`src/rtl/core_pkg.sv`:
```
// Shared core definitions: multiplier op encodings and exception codes.
package core_pkg;

    typedef enum logic [1:0] {
        MUL_OP_MUL    = 2'b00,
        MUL_OP_MULH   = 2'b01,
        MUL_OP_MULHSU = 2'b10,
        MUL_OP_MULHU  = 2'b11
    } mul_op_t;

    localparam logic [2:0] EXC_NONE          = 3'b000;
    localparam logic [2:0] EXC_ILLEGAL_INSTR = 3'b010;

endpackage

```
`src/rtl/mul_stage_reg.sv`:
```
// One multiplier pipeline stage: valid, result, ROB tag and exception.
module mul_stage_reg #(
    parameter int unsigned XLEN      = 32,
    parameter int unsigned ROB_IDX_W = 4,
    parameter int unsigned EXC_W     = 3
) (
    input  logic                 clk,
    input  logic                 reset,
    input  logic                 en,
    input  logic                 flush,
    input  logic                 in_valid,
    input  logic [XLEN-1:0]      in_data,
    input  logic [ROB_IDX_W-1:0] in_rob_idx,
    input  logic [EXC_W-1:0]     in_exc,
    output logic                 out_valid,
    output logic [XLEN-1:0]      out_data,
    output logic [ROB_IDX_W-1:0] out_rob_idx,
    output logic [EXC_W-1:0]     out_exc
);

    // Flush kills the valid bit even while stalled; payload only moves when enabled.
    always_ff @(posedge clk) begin
        if (reset) begin
            out_valid   <= 1'b0;
            out_data    <= '0;
            out_rob_idx <= '0;
            out_exc     <= '0;
        end else begin
            if (flush) begin
                out_valid <= 1'b0;
            end else if (en) begin
                out_valid <= in_valid;
            end
            if (en && !flush) begin
                out_data    <= in_data;
                out_rob_idx <= in_rob_idx;
                out_exc     <= in_exc;
            end
        end
    end

endmodule

```
`src/rtl/mul_pipe_ex.sv`:
```
// Pipelined RV32 M-extension multiplier (EX stage).
// Build option: MUL_HIGH_EN enables MULH/MULHSU/MULHU; otherwise only MUL,
// and other ops report EXC_ILLEGAL_INSTR.
module mul_pipe_ex
    import core_pkg::*;
#(
    parameter int unsigned XLEN      = 32,
    parameter int unsigned ROB_IDX_W = 4,
    parameter int unsigned EXC_W     = 3,
    parameter int unsigned STAGES    = 4
) (
    input  logic                 clk,
    input  logic                 reset,
    input  logic                 in_valid,
    output logic                 in_ready,
    input  logic [1:0]           in_op,
    input  logic [XLEN-1:0]      in_data_a,
    input  logic [XLEN-1:0]      in_data_b,
    input  logic [ROB_IDX_W-1:0] in_rob_idx,
    input  logic [EXC_W-1:0]     in_exception_vector,
    input  logic                 flush,
    output logic                 out_valid,
    input  logic                 out_ready,
    output logic [XLEN-1:0]      out_result,
    output logic [ROB_IDX_W-1:0] out_rob_idx,
    output logic [EXC_W-1:0]     out_exception_vector
);

    logic    stall;
    mul_op_t op;

    logic [XLEN-1:0]  calc_result_c;
    logic [EXC_W-1:0] calc_exc_c;

    logic [STAGES-1:0]                st_valid;
    logic [STAGES-1:0][XLEN-1:0]      st_data;
    logic [STAGES-1:0][ROB_IDX_W-1:0] st_rob;
    logic [STAGES-1:0][EXC_W-1:0]     st_exc;

    // Any output backpressure freezes the whole pipe.
    assign stall    = out_valid && !out_ready;
    assign in_ready = !stall;
    assign op       = mul_op_t'(in_op);

`ifdef MUL_HIGH_EN
    localparam int unsigned PW = 2 * XLEN + 2;

    logic          a_sgn;
    logic          b_sgn;
    logic [PW-1:0] a_ext;
    logic [PW-1:0] b_ext;
    logic [PW-1:0] prod;
    logic          prod_top_unused;

    // Sign-extend per op, then one wide multiply covers all four variants.
    always_comb begin
        a_sgn = ((op == MUL_OP_MULH) || (op == MUL_OP_MULHSU)) && in_data_a[XLEN-1];
        b_sgn = (op == MUL_OP_MULH) && in_data_b[XLEN-1];
        a_ext = {{(PW-XLEN){a_sgn}}, in_data_a};
        b_ext = {{(PW-XLEN){b_sgn}}, in_data_b};
        prod  = a_ext * b_ext;
    end

    assign prod_top_unused = ^prod[PW-1:2*XLEN];

    // Select product half; excepted ops carry a zero result.
    always_comb begin
        calc_result_c = '0;
        calc_exc_c    = in_exception_vector;
        if (in_exception_vector == EXC_W'(EXC_NONE)) begin
            if (op == MUL_OP_MUL) begin
                calc_result_c = prod[XLEN-1:0];
            end else begin
                calc_result_c = prod[2*XLEN-1:XLEN];
            end
        end
    end
`else
    logic [XLEN-1:0] prod_lo;

    assign prod_lo = in_data_a * in_data_b;

    // Low-half only; upper-half ops are flagged illegal.
    always_comb begin
        calc_result_c = '0;
        calc_exc_c    = in_exception_vector;
        if (in_exception_vector == EXC_W'(EXC_NONE)) begin
            if (op == MUL_OP_MUL) begin
                calc_result_c = prod_lo;
            end else begin
                calc_exc_c = EXC_W'(EXC_ILLEGAL_INSTR);
            end
        end
    end
`endif

    // Stage chain: stage 0 captures the computed result, later stages shift it along.
    genvar i;
    generate
        for (i = 0; i < STAGES; i++) begin : g_stage
            if (i == 0) begin : g_first
                mul_stage_reg #(
                    .XLEN(XLEN), .ROB_IDX_W(ROB_IDX_W), .EXC_W(EXC_W)
                ) u_reg (
                    .clk(clk), .reset(reset), .en(!stall), .flush(flush),
                    .in_valid(in_valid), .in_data(calc_result_c),
                    .in_rob_idx(in_rob_idx), .in_exc(calc_exc_c),
                    .out_valid(st_valid[i]), .out_data(st_data[i]),
                    .out_rob_idx(st_rob[i]), .out_exc(st_exc[i])
                );
            end else begin : g_next
                mul_stage_reg #(
                    .XLEN(XLEN), .ROB_IDX_W(ROB_IDX_W), .EXC_W(EXC_W)
                ) u_reg (
                    .clk(clk), .reset(reset), .en(!stall), .flush(flush),
                    .in_valid(st_valid[i-1]), .in_data(st_data[i-1]),
                    .in_rob_idx(st_rob[i-1]), .in_exc(st_exc[i-1]),
                    .out_valid(st_valid[i]), .out_data(st_data[i]),
                    .out_rob_idx(st_rob[i]), .out_exc(st_exc[i])
                );
            end
        end
    endgenerate

    assign out_valid            = st_valid[STAGES-1];
    assign out_result           = st_data[STAGES-1];
    assign out_rob_idx          = st_rob[STAGES-1];
    assign out_exception_vector = st_exc[STAGES-1];

endmodule

```
`config.mk`:
```
export PLATFORM = sky130hd
export DESIGN_NAME = mul_pipe_ex
export DESIGN_NICKNAME = d
export VERILOG_FILES = /design/src/rtl/core_pkg.sv /design/src/rtl/mul_stage_reg.sv /design/src/rtl/mul_pipe_ex.sv
export SDC_FILE = /design/constraint.sdc
export NUM_CORES = 1
export LEC_CHECK = 0
export CAP_MARGIN = 30
export CELL_PAD_IN_SITES_DETAIL_PLACEMENT = 1
export CELL_PAD_IN_SITES_GLOBAL_PLACEMENT = 1
export CORE_MARGIN = 8
export CORE_UTILIZATION = 52
export DETAILED_ROUTE_END_ITERATION = 10
export PLACE_DENSITY = 0.95
export SLEW_MARGIN = 20
export SYNTH_ARGS = -nofsm -noshare
export SYNTH_HDL_FRONTEND = slang
export SYNTH_SLANG_ARGS = --single-unit
export TNS_END_PERCENT = 100
```
`constraint.sdc`:
```
create_clock -name clk -period 12.14 [get_ports clk]
set_input_delay 1.214 -clock clk [delete_from_list [all_inputs] [get_ports clk]]
set_output_delay 1.214 -clock clk [all_outputs]
set_load 0.005 [all_outputs]
```
Word-level counts from Yosys, hierarchy flattened
Cells that the tools add are included.
Widths: inputs -> output; s select.
{"block": "word_totals", "register_bits": 160, "out_inout_bits": 41, "word_cells": 29}
{"block": "op_classes", "mul": 1, "n_mux": 4, "reduce_logical": 8}
{"operator": "$mux 32", "count": 2}
{"operator": "$mul 32x32->32", "count": 1}
{"operator": "$mux 3", "count": 2}
{"operator": "$logic_not 1->1", "count": 3}
{"operator": "$logic_not 3->1", "count": 1}
{"operator": "$logic_and 1x1->1", "count": 2}
{"operator": "$logic_not 2->1", "count": 1}
{"operator": "$reduce_or 2->1", "count": 1}

Longest topological paths before layout
{"block": "logic_depth", "word_depth": 4, "ltp_mapped": 26, "ltp_nobuf": 24}

Cells and area by module
From an unflattened synthesis, not the netlist that was laid out.
{"block": "hier_totals", "hier_cells": 2496, "area_unflattened_um2": 23098.4}
{"mod": "mul_pipe_ex", "n_inst": 1, "cells_per_inst": 1776, "area_each_um2": 15906.5, "seq_area_each_um2": 0.0}
{"mod": "mul_stage_reg", "n_inst": 4, "cells_per_inst": 180, "area_each_um2": 1798.0, "seq_area_each_um2": 800.8}

Least setup slack after synthesis
No wires, ideal clock.
{"block": "synth_timing", "path_kind": "input-to-reg", "from": "input port in_data_a[13]", "to": "register g_stage[0].g_first.u_reg.out_data[30]", "setup_ps": 122, "t_arrival_ps": 7558, "setup_slack_ps": 4460, "path_stages": 22, "n_path_buf": 2, "cell_sequence": "clkbuf_1 > clkbuf_1 > and2_1 > fa_1 > fa_1 > fa_1 > inv_1 > fa_1 > inv_1 > fa_1 > fa_1 > fa_1 > fa_1 > ha_1 > a21o_1 > a21oi_1 > o21ai_0 > a21oi_1 > o21ai_0 > o41ai_1 > a211oi_1 > a221o_1"}
{"block": "synth_via", "elab_chain_len": 3}
{"item": "start, declared", "line_no": "mul_pipe_ex.sv:17", "text": "input logic [XLEN-1:0] in_data_a,"}
{"item": "$mul 32x32->32", "line_no": "mul_pipe_ex.sv:81", "text": "assign prod_lo = in_data_a * in_data_b;"}
{"item": "$mux 32", "line_no": "mul_pipe_ex.sv:88", "text": "if (op == MUL_OP_MUL) begin"}
{"item": "$mux 32", "line_no": "mul_pipe_ex.sv:87", "text": "if (in_exception_vector == EXC_W'(EXC_NONE)) begin"}
{"item": "end signal, assigned", "line_no": "mul_stage_reg.sv:35", "text": "out_data <= in_data;"}
{"item": "end, declared", "line_no": "mul_stage_reg.sv:16", "text": "output logic [XLEN-1:0] out_data,"}
No other way between the ends.
A chain may end at the register's enable or synchronous reset.

Worst setup path in the final report
{"block": "layout_timing", "from": "input port in_data_a[15]", "to": "register g_stage[0].g_first.u_reg.out_data[31]"}
Same word-level chain as after synthesis.

==> flow_results.xml <==
<?xml version="1.0" encoding="UTF-8"?>
<metrics>
  <group name="hold_path">
    <metric name="worst_hold_path_type" unit="">flip-flop to flip-flop</metric>
    <metric name="min_delay_worst_endpoint" unit="">g_stage[1].g_next.u_reg.out_data[24]$_SDFFE_PP0P_</metric>
    <metric name="hp_start" unit="">g_stage[1].g_next.u_reg.out_data[24]$_SDFFE_PP0P_</metric>
    <metric name="worst_hold_path.num_cells" unit="">2</metric>
  </group>
  <group name="logic_synthesis">
    <metric name="ys.flop_type" unit="">dfxtp_1</metric>
    <metric name="async_flop_share" unit="%">0</metric>
    <metric name="share_of_synthesized_cell_area_in_full_adder_half_adder_and_majority_cells" unit="%">45.8</metric>
    <metric name="post_synth_and_or_nand_nor_area_fraction" unit="%">19.9</metric>
    <metric name="synth.most_common_cell" unit="">nand2_1</metric>
    <metric name="synth-compound-area-share" unit="%">6.56</metric>
    <metric name="postSynthRegisterBits" unit="">160</metric>
    <metric name="ys_warn_count" unit="">0</metric>
    <metric name="synth_commonest_cells" unit="">482 x nand2_1, 408 x fa_1, 384 x inv_1, 311 x and2_1, 160 x dfxtp_1</metric>
    <metric name="syn-mean-instance-area" unit="um2">8.83</metric>
    <metric name="yosys-mux-area-fraction" unit="%">0.236</metric>
    <metric name="post-synth-top-area-cell" unit="">fa_1</metric>
    <metric name="synth-xor-area-share" unit="%">3.16</metric>
    <metric name="synth_cell_types" unit="">59</metric>
    <metric name="synth_area_leaders" unit="">fa_1 39%, dfxtp_1 15%, and2_1 9.2%</metric>
    <metric name="synthesis.area" unit="um2">21200</metric>
    <metric name="synth-seq-area-share" unit="%">15.1</metric>
    <metric name="synth_largest_type_area_fraction" unit="%">38.6</metric>
    <metric name="synth-edff-count" unit="">0</metric>
    <metric name="synth_top_family_by_area" unit="">adder cells</metric>
    <metric name="synthCells" unit="">2399</metric>
    <metric name="postSynthNetCount" unit="">3008</metric>
  </group>
  <group name="cts">
    <metric name="path_clk_slew" unit="ns">0.07</metric>
    <metric name="clkSinkCount" unit="">160</metric>
    <metric name="tritoncts" unit="">done</metric>
    <metric name="cts_made_buffers" unit="">17</metric>
    <metric name="clock_insertion_delay_worst_skew" unit="ns">0.43</metric>
    <metric name="cts_resized" unit="">0</metric>
    <metric name="cts_root_buf" unit="">clkbuf_16</metric>
    <metric name="clockBufferDepth" unit="">2</metric>
    <metric name="cts_hold_buffers" unit="">0</metric>
    <metric name="post-cts-setup-buffer-count" unit="">0</metric>
    <metric name="cts_htree_levels" unit="">4</metric>
  </group>
  <group name="floorplanning">
    <metric name="die_width" unit="um">218</metric>
    <metric name="design.die.area" unit="um2">47400</metric>
    <metric name="std_cell_rows" unit="">74</metric>
    <metric name="die_h" unit="um">218</metric>
    <metric name="io_pins" unit="">119</metric>
    <metric name="initial_utilization" unit="%">52.2</metric>
    <metric name="placeableCoreArea" unit="um2">40600</metric>
  </group>
  <group name="finish">
    <metric name="layout-area-overhead-vs-synth" unit="%">10.5</metric>
    <metric name="layout-drive-gt1-share" unit="%">2.82</metric>
    <metric name="design.final.nets" unit="">3039</metric>
    <metric name="filler_cell_count" unit="">4695</metric>
  </group>
  <group name="global_route">
    <metric name="vias_in_the_first_global_route" unit="">20600</metric>
    <metric name="grt.overflow.total" unit="">0</metric>
    <metric name="grt_first_pass_wirelength" unit="um">112000</metric>
    <metric name="number_of_antenna_violations_at_the_first_check_in_global_routing" unit="">2</metric>
    <metric name="grt_max_degree" unit="">82</metric>
    <metric name="combined_global_route_utilization_of_all_metal_layers" unit="%">30.7</metric>
  </group>
  <group name="sta">
    <metric name="timing.fmax" unit="GHz">0.112</metric>
    <metric name="setup_tns" unit="ns">0</metric>
    <metric name="worst_slew_margin_rel" unit="%">27.2</metric>
    <metric name="period_minus_slack" unit="ns">8.92</metric>
    <metric name="tightest_slew" unit="ns">1.09</metric>
    <metric name="setup_violations" unit="">0</metric>
    <metric name="finalClockSkew" unit="ns">0.00782</metric>
    <metric name="slew_violations" unit="">0</metric>
    <metric name="final.period_utilization" unit="%">73.4</metric>
    <metric name="finalHoldViolations" unit="">0</metric>
    <metric name="unrepaired_setup_endpoints_after_global_routing" unit="">no</metric>
  </group>
  <group name="route">
    <metric name="wire_per_inst" unit="um">24.5</metric>
    <metric name="number_of_drc_markers_after_the_initial_detailed_route_iteration" unit="">1275</metric>
    <metric name="finalWirelength" unit="um">73000</metric>
    <metric name="dr.pass1.iters" unit="">5</metric>
    <metric name="num_vias" unit="">17200</metric>
    <metric name="drc" unit="">0</metric>
    <metric name="detail-route-antenna-nets" unit="">0</metric>
    <metric name="avgViaCountPerCell" unit="">5.78</metric>
  </group>
  <group name="worst_setup_path">
    <metric name="crit_path_cell_trace" unit="">clkdlybuf4s50_1 -&gt; and2_1 -&gt; fa_1 -&gt; fa_1 -&gt; fa_1 -&gt; inv_1 -&gt; fa_1 -&gt; inv_1 -&gt; fa_1 -&gt; fa_1 -&gt; fa_1 -&gt; fa_1 -&gt; ha_1 -&gt; a21o_1 -&gt; a21oi_1 -&gt; nor2b_1 -&gt; o41ai_1 -&gt; o2bb2ai_1 -&gt; a211oi_1 -&gt; o21ai_0 -&gt; a32o_1</metric>
    <metric name="critical_path_buf_inv_count" unit="">3</metric>
    <metric name="worst_ep_arrival" unit="ns">9.23</metric>
    <metric name="worst_path_most_repeated_cell" unit="">fa_1</metric>
    <metric name="worst_path_dominant_cell_family" unit="">adder cells</metric>
    <metric name="data_required_time_at_the_worst_endpoint" unit="ns">12.46</metric>
    <metric name="cp-end-kind" unit="">flip-flop</metric>
    <metric name="reg2reg_slack" unit="ns">9.07</metric>
    <metric name="crit_path_max_incr_delay" unit="ns">0.97</metric>
    <metric name="critPathMaxFanout" unit="">17</metric>
    <metric name="rr_worst_depth" unit="">7</metric>
    <metric name="rr_endpoint" unit="">g_stage[0].g_first.u_reg.out_data[24]$_SDFFE_PP0P_</metric>
    <metric name="critPathLaunchType" unit="">input port</metric>
    <metric name="critical_path.reg2reg.startpoint" unit="">g_stage[3].g_next.u_reg.out_valid$_SDFFE_PP0N_</metric>
    <metric name="critical_path_class" unit="">input port to flip-flop</metric>
    <metric name="slowest_stage" unit="">clkdlybuf4s50_1</metric>
  </group>
  <group name="outcome">
    <metric name="status" unit="">completed</metric>
  </group>
  <group name="place">
    <metric name="dp_hpwl" unit="um">54600</metric>
    <metric name="global_placement_routability_congestion" unit="">0.892</metric>
    <metric name="numPortBuffers" unit="">118</metric>
  </group>
  <group name="job">
    <metric name="max_cap_violations" unit="">0</metric>
  </group>
</metrics>
[placed cells by master (no fill, tap or decap), drive strengths merged, types with 9 or more instances in the layout]
master	instances
xnor2	53
nor3	9
buf	30
clkdlybuf4s50	116
a21o	16
a21oi	137
dfxtp	160
o21ai	20
inv	387
a22oi	15
nand2	482
nor2	40
xor2	20
and2	311
fa	408
ha	123
clkbuf	17
[registers in the layout, summed over array words and instances, names as in the netlist]
name                               flops
g_stage.g_first.u_reg.out_exc          3
g_stage.g_first.u_reg.out_data        32
g_stage.g_first.u_reg.out_rob_idx      4
g_stage.g_next.u_reg.out_data         96
g_stage.g_next.u_reg.out_valid         3
g_stage.g_first.u_reg.out_valid        1
g_stage.g_next.u_reg.out_exc           9
g_stage.g_next.u_reg.out_rob_idx      12
[cell families (layout without fill, tap and decap cells)]
| kind of cell | count (synthesis) | count (layout) |
|---|---|---|
| muxes | 5 | 5 |
| adders and majority gates | 531 | 531 |
| AOI/OAI and AO/OA | 232 | 232 |
| DFF | 160 | 160 |
| and+or+nand+nor | 879 | 879 |
| other | 0 | 1 |
| buffers and inverters | 518 | 562 |
| xor gates and xnor gates | 74 | 74 |
[final cells by class]
cell class / instances / area (um2) / share of cell area (%)
Multi-Input combinational cell: 1721 / 16000 / 68.5
Tap cell: 532 / 666 / 2.84
Clock buffer: 17 / 425 / 1.82
Timing Repair Buffer: 146 / 1450 / 6.21
Antenna cell: 1 / 2.50 / 0.0107
Inverter: 384 / 1440 / 6.16
Clock inverter: 15 / 185 / 0.791
Sequential cell: 160 / 3200 / 13.7
[stage by stage]
step	hold slack (ns)	cells	utilization [%]	setup slack [ns]	area, um2
after floorplan	0.420	2399	-	4.46	21200
after global placement	0.437	2933	55.9	3.29	22700
after detailed placement	0.441	2935	55.9	2.89	22700
after CTS	0.459	2967	57.4	3.32	23300
after global routing	0.474	2975	57.7	3.14	23400
final	0.458	2976	57.7	3.22	23400
[worst max-delay path by stage]
stage                        startpoint                                            endpoint  slack [ns]  depth (start not counted)
after floorplan           in_data_a[13]  g_stage[0].g_first.u_reg.out_data[30]$_SDFFE_PP0P_        4.46                         22
after global placement     in_data_b[6]  g_stage[0].g_first.u_reg.out_data[31]$_SDFFE_PP0P_        3.29                         21
after detailed placement   in_data_b[5]  g_stage[0].g_first.u_reg.out_data[31]$_SDFFE_PP0P_        2.89                         21
after CTS                  in_data_b[5]  g_stage[0].g_first.u_reg.out_data[31]$_SDFFE_PP0P_        3.32                         21
after global routing      in_data_a[17]  g_stage[0].g_first.u_reg.out_data[31]$_SDFFE_PP0P_        3.14                         21
final                     in_data_a[15]  g_stage[0].g_first.u_reg.out_data[31]$_SDFFE_PP0P_        3.22                         21
[layer usage]
metal	vias up	part of all wire (%)	track usage [%]
li1	7252	-	-
met1	8733	34	31.3
met2	836	53	56.7
met3	380	5.5	4.04
met4	0	8.3	22.7
met5	-	0	0
[worst register-to-register path: stages, from the launching register on]
cell	delay, ns
dfxtp_1	0.34
nor2b_1	0.59
or2_4	0.84
nor3_4	0.30
nand2b_1	0.48
nor3b_1	0.11
mux2i_1	0.19
nand3_1	0.10
Power is left out: the tool's default activity adds up to more than one toggle a clock period on the data nets, which glitch-free logic cannot reach.
